**src/rtl/pe_out_packer.sv**
```systemverilog
// pe_out_packer
//   Packs signed inner-product results from the parallel PE array into
//   512-bit output lines of 32 x 16-bit lanes. Each result is requantized
//   (arithmetic right shift by cfg_shift, then signed 16-bit saturation)
//   and written to the next free lane. A full line, or a partial line on
//   flush, is pushed into a 2-entry output FIFO. When the FIFO is full the
//   completed line waits in the pack register (pending) and any result that
//   arrives meanwhile is dropped and reported through the sticky overflow.
//
//   Build option: define PE_OUT_RELU_EN to add a ReLU stage (enabled at run
//   time by cfg_relu) that clamps negative results to zero before
//   saturation. Without the macro cfg_relu has no effect.
//
// Ports
//   clk        in   1    rising-edge clock
//   rst        in   1    synchronous active-high reset
//   result_i   in   32   signed inner-product result
//   vld_i      in   1    result_i valid (single-cycle pulse, no backpressure)
//   flush      in   1    emit the current partial line
//   cfg_shift  in   5    requantization right-shift amount
//   cfg_relu   in   1    ReLU enable (PE_OUT_RELU_EN builds only)
//   out_data   out  512  packed line, lane k at [16k+15:16k]
//   out_cnt    out  6    number of valid lanes, 1..32
//   out_vld    out  1    out_data/out_cnt valid
//   out_rdy    in   1    consumer accepts the line on out_vld && out_rdy
//   overflow   out  1    sticky: a result was dropped
module pe_out_packer (
    input  logic         clk,
    input  logic         rst,
    input  logic [31:0]  result_i,
    input  logic         vld_i,
    input  logic         flush,
    input  logic [4:0]   cfg_shift,
    input  logic         cfg_relu,
    output logic [511:0] out_data,
    output logic [5:0]   out_cnt,
    output logic         out_vld,
    input  logic         out_rdy,
    output logic         overflow
);

    logic [511:0] pack_data;
    logic [5:0]   lane_cnt;
    logic         pending;

    logic [511:0] fifo_data [0:1];
    logic [5:0]   fifo_cnt  [0:1];
    logic         wr_ptr;
    logic         rd_ptr;
    logic [1:0]   fifo_count;

    logic signed [31:0] shifted;
    logic [15:0]        q;

    logic [511:0] line_acc;
    logic [5:0]   cnt_acc;
    logic         line_done;
    logic         pop;
    logic         space;
    logic         push;

    // Requantization: arithmetic shift, optional ReLU, signed saturation.
    always_comb begin
        shifted = $signed(result_i) >>> cfg_shift;
`ifdef PE_OUT_RELU_EN
        if (cfg_relu && (shifted < 32'sd0)) begin
            shifted = 32'sd0;
        end
`endif
        if (shifted > 32'sd32767) begin
            q = 16'h7FFF;
        end else if (shifted < -32'sd32768) begin
            q = 16'h8000;
        end else begin
            q = shifted[15:0];
        end
    end

`ifndef PE_OUT_RELU_EN
    logic unused_cfg_relu;
    assign unused_cfg_relu = cfg_relu;
`endif

    // While pending, the pack register already holds a finished line and the
    // incoming result is dropped, so line_acc/cnt_acc simply carry it along.
    // Otherwise the new result is packed first and flush then sees L+1 lanes.
    always_comb begin
        pop      = (fifo_count != 2'd0) && out_rdy;
        space    = (fifo_count != 2'd2) || pop;
        line_acc = pack_data;
        cnt_acc  = lane_cnt;
        if (!pending && vld_i) begin
            line_acc[{lane_cnt[4:0], 4'b0000} +: 16] = q;
            cnt_acc = lane_cnt + 6'd1;
        end
        line_done = pending || (cnt_acc == 6'd32) || (flush && (cnt_acc != 6'd0));
        push      = line_done && space;
    end

    always_ff @(posedge clk) begin
        if (rst) begin
            pack_data    <= '0;
            lane_cnt     <= 6'd0;
            pending      <= 1'b0;
            overflow     <= 1'b0;
            fifo_data[0] <= '0;
            fifo_data[1] <= '0;
            fifo_cnt[0]  <= 6'd0;
            fifo_cnt[1]  <= 6'd0;
            wr_ptr       <= 1'b0;
            rd_ptr       <= 1'b0;
            fifo_count   <= 2'd0;
        end else begin
            if (vld_i && pending) begin
                overflow <= 1'b1;
            end

            // Clearing the pack register on push keeps the unused upper
            // lanes of the next partial line at zero.
            if (push) begin
                fifo_data[wr_ptr] <= line_acc;
                fifo_cnt[wr_ptr]  <= cnt_acc;
                wr_ptr            <= ~wr_ptr;
                pack_data         <= '0;
                lane_cnt          <= 6'd0;
                pending           <= 1'b0;
            end else begin
                pack_data <= line_acc;
                lane_cnt  <= cnt_acc;
                pending   <= line_done;
            end

            if (pop) begin
                rd_ptr <= ~rd_ptr;
            end

            case ({push, pop})
                2'b10:   fifo_count <= fifo_count + 2'd1;
                2'b01:   fifo_count <= fifo_count - 2'd1;
                default: fifo_count <= fifo_count;
            endcase
        end
    end

    assign out_vld  = (fifo_count != 2'd0);
    assign out_data = out_vld ? fifo_data[rd_ptr] : '0;
    assign out_cnt  = out_vld ? fifo_cnt[rd_ptr]  : 6'd0;

endmodule

```
**config.mk**
```make
export PLATFORM = sky130hd
export DESIGN_NAME = pe_out_packer
export DESIGN_NICKNAME = d
export VERILOG_FILES = /design/src/rtl/pe_out_packer.sv
export SDC_FILE = /design/constraint.sdc
export NUM_CORES = 2
export LEC_CHECK = 0
export BUFFER_PORTS_ARGS = -buffer_cell sky130_fd_sc_hd__buf_2
export CELL_PAD_IN_SITES_DETAIL_PLACEMENT = 1
export CELL_PAD_IN_SITES_GLOBAL_PLACEMENT = 1
export CORE_MARGIN = 3
export CORE_UTILIZATION = 40
export DETAILED_ROUTE_END_ITERATION = 7
export GPL_ROUTABILITY_DRIVEN = 1
export PLACE_DENSITY = 0.78
export SLEW_MARGIN = 25
export SYNTH_ARGS = -nofsm -noshare
export SYNTH_HDL_FRONTEND = slang
export SYNTH_SLANG_ARGS = --single-unit
export TNS_END_PERCENT = 30
```
**constraint.sdc**
```tcl
create_clock -name clk -period 17.3 [get_ports clk]
set_input_delay 1.73 -clock clk [delete_from_list [all_inputs] [get_ports clk]]
set_output_delay 1.73 -clock clk [all_outputs]
set_load 0.05 [all_outputs]
```
## Word level (Yosys, flattened, before mapping)

Memories as Yosys holds them, arrays and structs flattened. A register that Yosys moved wholly into a read port is not among the register bits.
Index checks and enable logic that the tools add are counted.

- RAM bits: 1,036
- Memories: 2
- Output and inout bits: 520
- Register bits after elaboration: 524

- Eq/ne operators: 4
- Shift operators: 3
- $lt $le $gt $ge: 2
- Multiplexer cells: 23
- Reduce and logical (&&, ||, !) cells: 15
- Add/subtract/negate cells: 4
- Bitwise operators: 2

Memories:

| name | words | width | read ports | clocked after Yosys merged registers in | write ports | RTL line | text |
|---|---|---|---|---|---|---|---|
| fifo_data | 2 | 512 | 1 | 1 | 2 | 46 | `logic [511:0] fifo_data [0:1];` |
| fifo_cnt | 2 | 6 | 1 | 1 | 2 | 47 | `logic [5:0] fifo_cnt [0:1];` |

Operators with widths:

| cell | number |
|---|---|
| two-way mux 512 bit | 3 |
| bitwise mux 512 bit | 1 |
| OR reduction 512 bit | 1 |
| variable shift 16 x 11 -> 512 bit (first input constant) | 1 |
| indexed part select 16 x 11 -> 512 bit | 1 |
| > comparator 32 x 16 -> 1 bit (second input constant) | 1 |
| less-than comparator 32 x 16 -> 1 bit (second input constant) | 1 |
| two-way mux 16 bit | 2 |
| >>> shifter 32 x 5 -> 32 bit | 1 |
| two-way mux 6 bit | 3 |
| two-way mux 1 bit | 13 |
| negation 9 -> 11 bit | 1 |
| adder 6 x 1 -> 6 bit (second input constant) | 1 |
| equality test 6 bit (second input constant) | 1 |
| nonzero test 6 bit | 1 |
| OR reduction 6 bit | 1 |
| logical AND 1 bit | 5 |
| case mux 2 bit (2 select lines) | 1 |
| nonzero test 2 bit | 2 |
| logical OR 1 bit | 3 |
| adder 2 x 1 -> 2 bit (second input constant) | 1 |
| equality test 2 x 1 -> 1 bit (second input constant) | 1 |
| equality test 2 bit (second input constant) | 1 |
| != test 2 bit (second input constant) | 1 |
| 4 further kinds | 5 |

## Longest topological paths before layout

- Depth after elaboration: 12
- Mapped depth: 14
- Depth with buffers taken out: 9

## Worst setup path before layout

OpenSTA, ideal clock, no wires.

- Path kind: in2reg
- From: in vld_i
- To: mem fifo_cnt[0][0], enable pin
- Setup slack: 0.755 ns
- Path buffers: 4
- Cell stages on the path: 10
- Data required time: 16.322 ns
- Data arrival time: 15.568 ns
- Cells stage by stage: nor2b_1 > buf_2 > a31oi_1 > or4_1 > a311oi_1 > buf_2 > nand2_1 > clkbuf_1 > buf_1 > nand2b_1

RTL lines:

| item | RTL line | text |
|---|---|---|
| from (decl) | 31 | `input logic vld_i,` |
| to (decl) | 47 |  |

==> summary.md <==
| Metric | Value |
|---|---|
| Synth Register Bits | 1561 |
| Vias per cell | 6.32 |
| Yosys top cell area share | 44.2% |
| Fin. Hold Viols | 0 |
| Starting Density | 40.3% |
| Slew margin rel. | 20.9% |
| Drt first pass iters | 6 |
| Fillers | 18448 |
| Ys Warns | 0 |
| # IOs | 563 |
| Top FF cell, synth | edfxtp_1 |
| CP Data Required Time | 17750 ps |
| Total placed cells including tap cells | 8569 |
| Area leader, netlist | edfxtp_1 |
| Max-cap violations | 0 |
| EDFF count, synth | 1036 |
| Crit path capture type | flip-flop |
| CP top delay family | buffers and inverters |
| Full die area | 0.181 sq mm |
| Die X | 425 microns |
| CP peak stage delay | 750 ps |
| Final Max Tran Viols | 0 |
| Count of cell types in the netlist | 75 |
| CTS Sinks | 1561 |
| Worst-path fanout max | 107 |
| Crit share post-route | 41.4% |
| Finished Core Util | 46.1% |
| GRT Residual Overflow | 0 |
| Crit path cell chain | inv_1, ha_1, nor2_1, a31oi_1, or4_1, a311oi_4, buf_4, nand2_4, nand2b_4, buf_12, buf_16, buf_4 |
| Ranking of synthesized cells by area | edfxtp_1 44%, dfxtp_1 15%, mux2i_1 7.7%, o22ai_1 7.5%, nor2_1 4.7% |
| Clk buf depth | 3 |
| # setup viols final | 0 |
| Root buffer selected by CTS | clkbuf_16 |
| ANT nets after route | 0 |
| Final nets | 6470 |
| Syn nets | 6349 |
| Postcts setup bufs | 0 |
| Non-Filler Instances | 8899 |
| Clock slew seen by the registers of the worst setup and hold paths | 60 ps |
| Slew @ Worst Pin | 1190 ps |
| Peak supply drop | 103 uV |
| Area of the multi-input gates | 0.0260 sq mm |
| Cells after Synth | 6301 |
| Most common cell in the synthesized netlist | edfxtp_1 |
| Highest achievable clock rate | 140 MHz |
| Most frequent CP cell | buf_4 |
| First-pass GRT wire length | 375 mm |
| Vias in the first global route | 57592 |
| Setup Skew | 45.1 ps |
| TNS Setup | 0 ps |
| PwrDens | 122 mW/mm^2 |
| Tmin final | 7160 ps |
| CTS H-tree lvls | 4 |
| Clk Latency, worst-skew pair | 830 ps |
| Initial antenna violation count | 9 |
| CTS tree | done |
| Syn-to-layout area delta | 14.3% |
| Register area share after synthesis | 59.2% |
| Hold_ws | 477 ps |
| GRT Resource Usage Total | 27.2% |
| Die span in y | 425 microns |
| Critical Path Slowest Stage Cell | nand2b_4 |
| CP Launch Type | flip-flop |
| Row count | 153 |
| Synth Cell Area | 0.0704 sq mm |
| Status | finished clean |
| Number of buffers and inverters on the critical path | 5 |
| Hold Path Class | reg2reg |
| Core area | 0.174 sq mm |
| WL/cell | 28.8 microns |
| Reg area | 0.0416 sq mm |
| IO Port Bufs | 561 |
| Largest net degree at the start of global routing | 195 |
| Final WL | 256 mm |
| # DRC | 0 |
| RD Place Congestion | 0.840 |
| Drt initial violations | 5612 |
| RSZ-0062 raised after global routing | false |
| Ys async rst share | 0% |
| Cts hold-fix bufs | 0 |
| Placed wire-length estimate | 152 mm |
| Syn Area/Cell | 11.2 sq um |
| Lkg Pwr | 0.0267 uW |
| Share of cells above drive strength 1 | 17.6% |
| Worst EP arrival | 7610 ps |
| Most frequent cells after synthesis | 1036 x edfxtp_1, 875 x nor2_1, 841 x o22ai_1 |
| Via Count | 56211 |
| Crit Path Category | reg2reg |
| Post-CTS Resized | 0 |
| Number of CTS-inserted buffers | 168 |
## area by class of cell
cell class,instances,share of cell area [%]
Clock inverter,65,1.10
Sequential cell,1561,51.7
Antenna cell,5,0.0156
Timing Repair Buffer,686,5.10
Tap cell,2325,3.62
Inverter,13,0.0669
Clock buffer,252,6.10
Multi-Input combinational cell,3992,32.3
## power by group
part / internal, uW / switching, uW / total, uW / leakage, uW
logic: 372 / 1500 / 1870 / 0.00887
clock network: 2180 / 1580 / 3750 / 0.00281
registers: 4160 / 64.7 / 4230 / 0.0150
## per-layer routing
metal	wire length, microns	track usage, %
met4	15500	15.9
met1	98200	33.5
met2	123000	44.6
met3	19600	5.10
met5	21	0
## worst paths after layout
path / from / endpoint / slack, ps / depth (start not counted)
setup / recovery: lane_cnt[0]$_SDFF_PP0_ / fifo_data[1][315]$_SDFFCE_PN0P_ / 10140 / 12
hold / removal: pack_data[82]$_SDFF_PP0_ / pack_data[82]$_SDFF_PP0_ / 480 / 2
setup reg to reg: lane_cnt[0]$_SDFF_PP0_ / fifo_data[1][315]$_SDFFCE_PN0P_ / 10140 / 12
hold reg to reg: pack_data[82]$_SDFF_PP0_ / pack_data[82]$_SDFF_PP0_ / 480 / 2
## registers in the layout, indices dropped and copies added (netlist names), named ones only
name        cells
fifo_cnt       12
fifo_count      2
fifo_data    1024
lane_cnt        6
overflow        1
pack_data     512
pending         1
rd_ptr          1
wr_ptr          1
## stage by stage
stage,total power (uW),area [sq um],setup WS (ps)
global route,10100,80500,9810
finish,9860,80500,10140
global placement,6120,74300,9340
floorplan,5670,70400,755
CTS,9880,80200,10150
detailed placement,6160,74400,9410
## worst register-to-register path: cells and delay by family, from the launching register on
family	cells	cell delay [ps]
flip-flops	1	700
AND/OR/NAND/NOR	4	2400
AO/OA/AOI/OAI	2	600
buffers and inverters	5	2590
adder cells (fa/ha/maj)	1	470
## kinds of logic after synthesis
kind of cell             share of synthesized area (%)
adder cells (fa/ha/maj)                         0.0889
XOR/XNOR                                         0.137
multiplexers                                      9.26
flip-flops                                        59.2
AO/OA/AOI/OAI                                     16.2
buffers and inverters                             4.51
AND/OR/NAND/NOR                                   10.7
## cell usage in the layout, fill, tap and decap left out, drive strengths merged, types with 14 or more instances in the layout
master,instances
edfxtp,1036
nor2,876
o22ai,841
buf,686
mux2i,544
dfxtp,525
nand2,509
clkbuf,252
a211oi,251
o32ai,194
nand3,191
o31ai,119
a21oi,87
nand4,68
nor3,60
clkinv,43
mux4,38
o21ai,33
or3,20
mux2,19
inv,18
nor4,17
o211ai,15
nand2b,14
Power figures use the tool's default switching activity.
